<file path="src/rtl/disp_bin2bcd.sv">
// Binary-to-digit converter feeding the 4-digit seven-segment driver.
// Double-dabble over a 16-bit zero-extended operand, or hex nibble passthrough.
module disp_bin2bcd #(
   parameter int unsigned WIDTH = 16
) (
   input  logic             clk,
   input  logic             rst,
   input  logic             start,
   input  logic             hex,
   input  logic [WIDTH-1:0] value,
   output logic             busy,
   output logic             done,
   output logic             ovf,
   output logic [3:0]       d1,
   output logic [3:0]       d2,
   output logic [3:0]       d3,
   output logic [3:0]       d4
);

   localparam int unsigned BIN_W   = 16;
   localparam int unsigned BCD_W   = 20;
   localparam int unsigned BCD_N   = 5;
   localparam int unsigned CNT_W   = 4;
   localparam int unsigned DIGIT_W = 16;

   localparam logic [1:0] IDLE  = 2'd0;
   localparam logic [1:0] SHIFT = 2'd1;
   localparam logic [1:0] DONE  = 2'd2;

   logic [1:0]         state, state_nxt;
   logic [BIN_W-1:0]   bin_q, bin_nxt;
   logic [BCD_W-1:0]   bcd_q, bcd_nxt, bcd_adj;
   logic [CNT_W-1:0]   cnt_q, cnt_nxt;
   logic               hex_q, hex_nxt;
   logic               busy_nxt, done_nxt, ovf_nxt;
   logic [DIGIT_W-1:0] digits_nxt;

   // Add-3 correction of every BCD nibble that is 5 or more
   always_comb begin
      bcd_adj = bcd_q;
      for (int i = 0; i < int'(BCD_N); i++) begin
         if (bcd_q[i*4 +: 4] >= 4'd5)
            bcd_adj[i*4 +: 4] = bcd_q[i*4 +: 4] + 4'd3;
      end
   end

   always_comb begin
      state_nxt  = state;
      bin_nxt    = bin_q;
      bcd_nxt    = bcd_q;
      cnt_nxt    = cnt_q;
      hex_nxt    = hex_q;
      done_nxt   = 1'b0;
      ovf_nxt    = ovf;
      digits_nxt = {d4, d3, d2, d1};

      case (state)
         IDLE: begin
            if (start) begin
               bin_nxt   = BIN_W'(value);
               hex_nxt   = hex;
               bcd_nxt   = '0;
               cnt_nxt   = '0;
               state_nxt = hex ? DONE : SHIFT;
            end
         end
         SHIFT: begin
            {bcd_nxt, bin_nxt} = (BCD_W + BIN_W)'({bcd_adj, bin_q, 1'b0});
            cnt_nxt = cnt_q + CNT_W'(1);
            if (cnt_q == CNT_W'(BIN_W - 1))
               state_nxt = DONE;
         end
         DONE: begin
            done_nxt  = 1'b1;
            state_nxt = IDLE;
            if (hex_q) begin
               ovf_nxt    = 1'b0;
               digits_nxt = bin_q;
            end else if (bcd_q[BCD_W-1 -: 4] != 4'd0) begin
               // Ten-thousands digit set: saturate the four-digit display
               ovf_nxt    = 1'b1;
               digits_nxt = 16'h9999;
            end else begin
               ovf_nxt    = 1'b0;
               digits_nxt = bcd_q[DIGIT_W-1:0];
            end
         end
         default: state_nxt = IDLE;
      endcase

      busy_nxt = (state_nxt != IDLE);
   end

   always_ff @(posedge clk or posedge rst) begin
      if (rst) begin
         state            <= IDLE;
         bin_q            <= '0;
         bcd_q            <= '0;
         cnt_q            <= '0;
         hex_q            <= 1'b0;
         busy             <= 1'b0;
         done             <= 1'b0;
         ovf              <= 1'b0;
         {d4, d3, d2, d1} <= '0;
      end else begin
         state            <= state_nxt;
         bin_q            <= bin_nxt;
         bcd_q            <= bcd_nxt;
         cnt_q            <= cnt_nxt;
         hex_q            <= hex_nxt;
         busy             <= busy_nxt;
         done             <= done_nxt;
         ovf              <= ovf_nxt;
         {d4, d3, d2, d1} <= digits_nxt;
      end
   end

endmodule
</file>
<file path="config.mk">
export PLATFORM = sky130hd
export DESIGN_NAME = disp_bin2bcd
export DESIGN_NICKNAME = d
export VERILOG_FILES = /design/src/rtl/disp_bin2bcd.sv
export SDC_FILE = /design/constraint.sdc
export NUM_CORES = 1
export LEC_CHECK = 0
export CAP_MARGIN = 20
export CORE_UTILIZATION = 51
export CTS_CLUSTER_SIZE = 16
export DETAILED_ROUTE_END_ITERATION = 6
export PLACE_DENSITY = 0.77
export SLEW_MARGIN = 40
export SYNTH_ARGS = -nofsm -noshare
export SYNTH_HDL_FRONTEND = slang
export SYNTH_SLANG_ARGS = --single-unit
</file>
<file path="constraint.sdc">
create_clock -name clk -period 3 [get_ports clk]
set_input_delay 0.9 -clock clk [delete_from_list [all_inputs] [get_ports clk]]
set_output_delay 0.9 -clock clk [all_outputs]
set_load 0.03 [all_outputs]
</file>
### After elaboration in Yosys (flattened, before gate mapping)

Cells that the tools add are included.

| storage, ports and cells | value |
|---|---|
| flip-flop bits (word level) | 62 |
| latch bits | 0 |
| memory bits (writable) | 0 |
| memory bits (read-only) | 0 |
| input bits | 20 |
| output and inout bits | 19 |
| logic and storage cells | 53 |
| memories | 0 |

| cells by class | value |
|---|---|
| $add $sub $neg | 6 |
| $mul | 0 |
| divide/modulo/power cells | 0 |
| $lt $le $gt $ge | 5 |
| eq/ne operators | 4 |
| shifts and indexed selects | 0 |
| muxes and demuxes | 20 |
| bitwise operators | 0 |
| reductions and logical operators | 6 |

Operators with widths:

| operator | number |
|---|---|
| $mux 16 | 3 |
| $pmux 20 s2 | 1 |
| $pmux 16 s2 | 1 |
| $ge 4x3->1 const B | 5 |
| $mux 20 | 1 |
| $mux 4 | 5 |
| $add 4x2->4 const B | 4 |
| $pmux 4 s2 | 1 |
| $mux 2 | 3 |
| $add 4x1->4 const B | 1 |
| $eq 4x4->1 const B | 1 |
| $pmux 2 s2 | 1 |
| $reduce_and 2->1 | 2 |
| $reduce_bool 2->1 | 2 |
| $reduce_bool 4->1 | 1 |
| $add 3x2->3 const B | 1 |
| $mux 1 | 3 |
| $mux 3 | 1 |
| $eq 2x1->1 const B | 1 |
| $eq 2x2->1 const B | 1 |
| $logic_not 2->1 | 1 |
| $ne 2x2->1 const B | 1 |

### Longest topological paths before layout

| depth | value |
|---|---|
| depth in word-level cells | 4 |
| gate-level depth with buffers | 7 |
| gate-level depth less buffers | 6 |

### Worst setup path after synthesis

OpenSTA, ideal clock, no wires.

| timing path | value |
|---|---|
| kind | input-to-reg |
| start | in start |
| end | reg bin_q[0] |
| library setup time | 122 ps |
| arrival | 1,523 ps |
| data required time | 2,878 ps |
| path slack | 1,356 ps |
| stages | 4 |
| path buffers | 2 |
| cells stage by stage | nor2b_1 > buf_2 > buf_6 > a32o_1 |

| between the ends | value |
|---|---|
| longest elaborated chain between the ends | 2 |

RTL lines:

| item | line | source |
|---|---|---|
| start: declaration | 8 | `input logic start,` |
| $ne 2x2->1 (no source line) | -- |  |
| $reduce_and 2->1 (no source line) | -- |  |
| end signal: assignment | 107 | `bin_q <= bin_nxt;` |
| end: declaration | 31 | `logic [BIN_W-1:0] bin_q, bin_nxt;` |

Every way passes these cells.
A chain may end at the register's enable or synchronous reset.

### Worst setup path after layout

| timing path | value |
|---|---|
| start | reg d1[1] |
| end | out d1[1] |

RTL lines:

| item | line | source |
|---|---|---|
| start: declaration | 14 | `output logic [3:0] d1,` |
| start signal: assignment | 114 | `{d4, d3, d2, d1} <= digits_nxt;` |

No word-level cell between the ends.

==> flow_metrics.tcl <==
set metrics [dict create \
    status "finished clean" \
    rrSetupSlack_ns 1.22 \
    cp_num_cells 1 \
    synth.avg_cell_area_um2 10.10 \
    synth_edf_count 0 \
    die_x_um 78.30 \
    drcViolationCount 0 \
    critPathBufInv 1 \
    crit_fanout 2 \
    synthSimpleGateAreaFrac_pct 10.87 \
    clk_latency_ns 0.34 \
    path_class "reg -> out" \
    startpoint "d1[1]$_DFFE_PP0P_" \
    synth-seq-cells 62 \
    hold_buffers 0 \
    cap_violations 0 \
    fp.dieH_um 78.30 \
    gr-total-overflow 0 \
    diodes 0 \
    ctsHtreeMaxLevel 3 \
    hold_class "reg -> reg" \
    slowest_stage "clkdlybuf4s50_1" \
    dp_hpwl_um 4626 \
    period_share_pct 75.58 \
    critPathMaxStageDelay_ns 0.67 \
    regArea_mm2 0.001551 \
    yosysWarningCount 0 \
    num-fill-cells 446 \
    setup_viol 0 \
    layout-drive-gt1-share_pct 8.060 \
    async_flop_share_pct 100.0 \
    arrival_ns 1.37 \
    whs_ns 0.4869 \
    synth_cells 294 \
    crit_end "d1[1]" \
    grt_setup_unrepaired "false" \
    start_util_pct 53.27 \
    ant_nets 0 \
    num_vias 2389 \
    rows 27 \
    worstMarginPinSlew_ns 0.5008 \
    area_delta_synth_final_pct 21.32 \
    wl_um 6654 \
    period_needed_ns 2.267 \
    dr.pass1.iters 4 \
    final-hold-violation-count 0 \
    multi_input_area_mm2 0.001242 \
    gp_congestion 0.8105 \
    cts_resized 0 \
    drt-initial-drc-count 172 \
    seq_area_frac_synth_pct 52.25 \
    grt_pass1_wl_um 11210 \
    synth_cell_types 36 \
    ir_worst_vdd_mv 0.4977 \
    critPathLaunchType "flop" \
    synth_top_family_by_area "compound AO/OA/AOI/OAI gates" \
    max_slew_margin_pct 66.61 \
    required_ns 2.10 \
    leakagePower_nw 1.533 \
    cts_buffers 9 \
    grtUsageTotal_pct 24.15 \
    skew_ns 0.01030 \
    fmax_ghz 0.4410 \
    syn_area_mm2 0.002969 \
    critPathCaptureType "output port" \
    worstPathCellList "clkdlybuf4s50_1" \
    reg2reg_from "bcd_q[17]$_DFFE_PP0P_" \
    port_buffers 38 \
    nets 361 \
    cts_tree "done" \
    grt_max_degree 42 \
    rr_endpoint "d2[0]$_DFFE_PP0P_" \
    synthXorXnorAreaFrac_pct 1.770 \
    ios 39 \
    synth_compound_area_share_pct 24.57 \
    wire_per_inst_um 16.35 \
    floorplan.die_area_mm2 0.006131 \
    post_drt_via_cell_ratio 5.870 \
    synthMuxAreaShare_pct 0 \
    cts.sinks 62 \
    antenna_found_initial 0 \
    synthFlopType "dfrtp_1" \
    cts_root_buf "clkbuf_8" \
    maxSlewViolCount 0 \
    cts_setup_buffers 0 \
    setup_tns_ns 0 \
    grt_pass1_vias 2250 \
    reg2reg_depth 6 \
    critPathTopFamily "buffers and inverters" \
    clkSlewWorstSetupHoldPaths_ns 0.07 \
    synth_fa_ha_area_share_pct 4.635 \
    p_per_area_mw_per_mm2 968.7 \
    syn_nets 325 \
    clockBufferDepth 2 \
    core_area_mm2 0.005574 \
]
worst reg2reg max path, stage by stage, from the launching register on:
cell	delay [ns]
dfrtp_1	0.40
inv_1	0.11
ha_1	0.22
nor3b_2	0.32
nand2_1	0.28
o22ai_1	0.25
o21ai_1	0.09
registers in the layout, summed over array words and instances (netlist names), 2 cells and up:
| name | count |
|---|---|
| bcd_q | 20 |
| bin_q | 16 |
| cnt_q | 4 |
| d1 | 4 |
| d2 | 4 |
| d3 | 4 |
| d4 | 4 |
| state | 2 |
kinds of logic after synthesis:
kind of cell	count (synthesis)
AOI/OAI and AO/OA	112
xor gates and xnor gates	6
and+or+nand+nor	68
adders and majority gates	11
buffers and inverters	35
DFF	62
metal layers:
layer	vias to the layer above	track usage [%]	part of all wire, %
met3	13	3.953	4.8
met2	83	37.81	47
met5	-	0	0
met1	1152	33.23	46
met4	0	10.56	2.1
li1	1141	-	-
cell usage in the layout, fill, tap and decap left out, types with 5 or more instances in the layout:
cell             synthesis  layout
clkdlybuf4s50_1          0      38
a21oi_1                 10      10
inv_1                   14      13
o21ai_1                 26      26
xnor2_1                  5       5
clkbuf_8                 0      13
ha_1                    11      11
dfrtp_1                 62      62
o21ai_0                 14      14
nand2b_1                 6       6
o22ai_1                 16      16
buf_4                    6       5
nand2_1                 41      41
a32o_1                   6       6
a22oi_1                 23      23
nand3_1                  6       6
o31ai_1                  6       6
how the worst min path moves through the flow:
stage                         startpoint  cells past startpoint  slack, ns                    to
global placement       d3[0]$_DFFE_PP0P_                      2       0.47     d3[0]$_DFFE_PP0P_
floorplan           cnt_q[2]$_DFFE_PP0P_                      1       0.46  cnt_q[2]$_DFFE_PP0P_
global route           d1[2]$_DFFE_PP0P_                      2       0.52     d1[2]$_DFFE_PP0P_
detailed placement     d4[3]$_DFFE_PP0P_                      2       0.48     d4[3]$_DFFE_PP0P_
finish                 d3[1]$_DFFE_PP0P_                      2       0.49     d3[1]$_DFFE_PP0P_
CTS                    d4[3]$_DFFE_PP0P_                      2       0.49     d4[3]$_DFFE_PP0P_
where the power goes:
part           total [W]  internal, W  switching [W]
Clock           0.000796     0.000475       0.000321
Sequential       0.00130      0.00109       0.000212
Combinational    0.00139     0.000519       0.000871
Total            0.00349      0.00208        0.00140
through the flow:
step	cells	utilization [%]	setup WS (ns)	cell area (um2)	total power [W]
after global routing	407	64.62	0.6851	3602	0.003722
final	407	64.62	0.7325	3602	0.003489
after detailed placement	391	60.67	0.6819	3382	0.002706
after floorplan	294	-	0.5586	2969	0.002280
after global placement	391	60.67	0.7119	3382	0.002656
after CTS	407	64.62	0.7182	3602	0.003499
cell usage after synthesis, types with 2 or more instances:
cell       n  area [um2]
a22o_1     2       17.52
ha_1      11       137.6
nor3b_1    4       30.03
inv_1     14       52.55
a22oi_1   23       172.7
o21ai_1   26       130.1
nor2_1     3       11.26
nand3_1    6       30.03
inv_2      2       7.510
o311ai_1   4       35.03
a32o_1     6       60.06
nand2b_1   6       37.54
buf_4      6       45.04
o21ai_0   14       70.07
xnor2_1    5       43.79
o31ai_1    6       45.04
nor3_1     2       10.01
dfrtp_1   62        1551
nand2_1   41       153.9
buf_2     11       55.05
o22ai_1   16       100.1
a21oi_1   10       50.05
final cells by class:
| class | count | share of cell area, % |
|---|---|---|
| sequential | 62 | 43.07 |
| multi-input combinational | 197 | 34.49 |
| timing repair buffer | 44 | 12.16 |
| clock buffer | 14 | 5.071 |
| tap | 72 | 2.501 |
| inverter | 16 | 1.667 |
| clock inverter | 2 | 1.042 |
(Power assumes the default switching activity.)
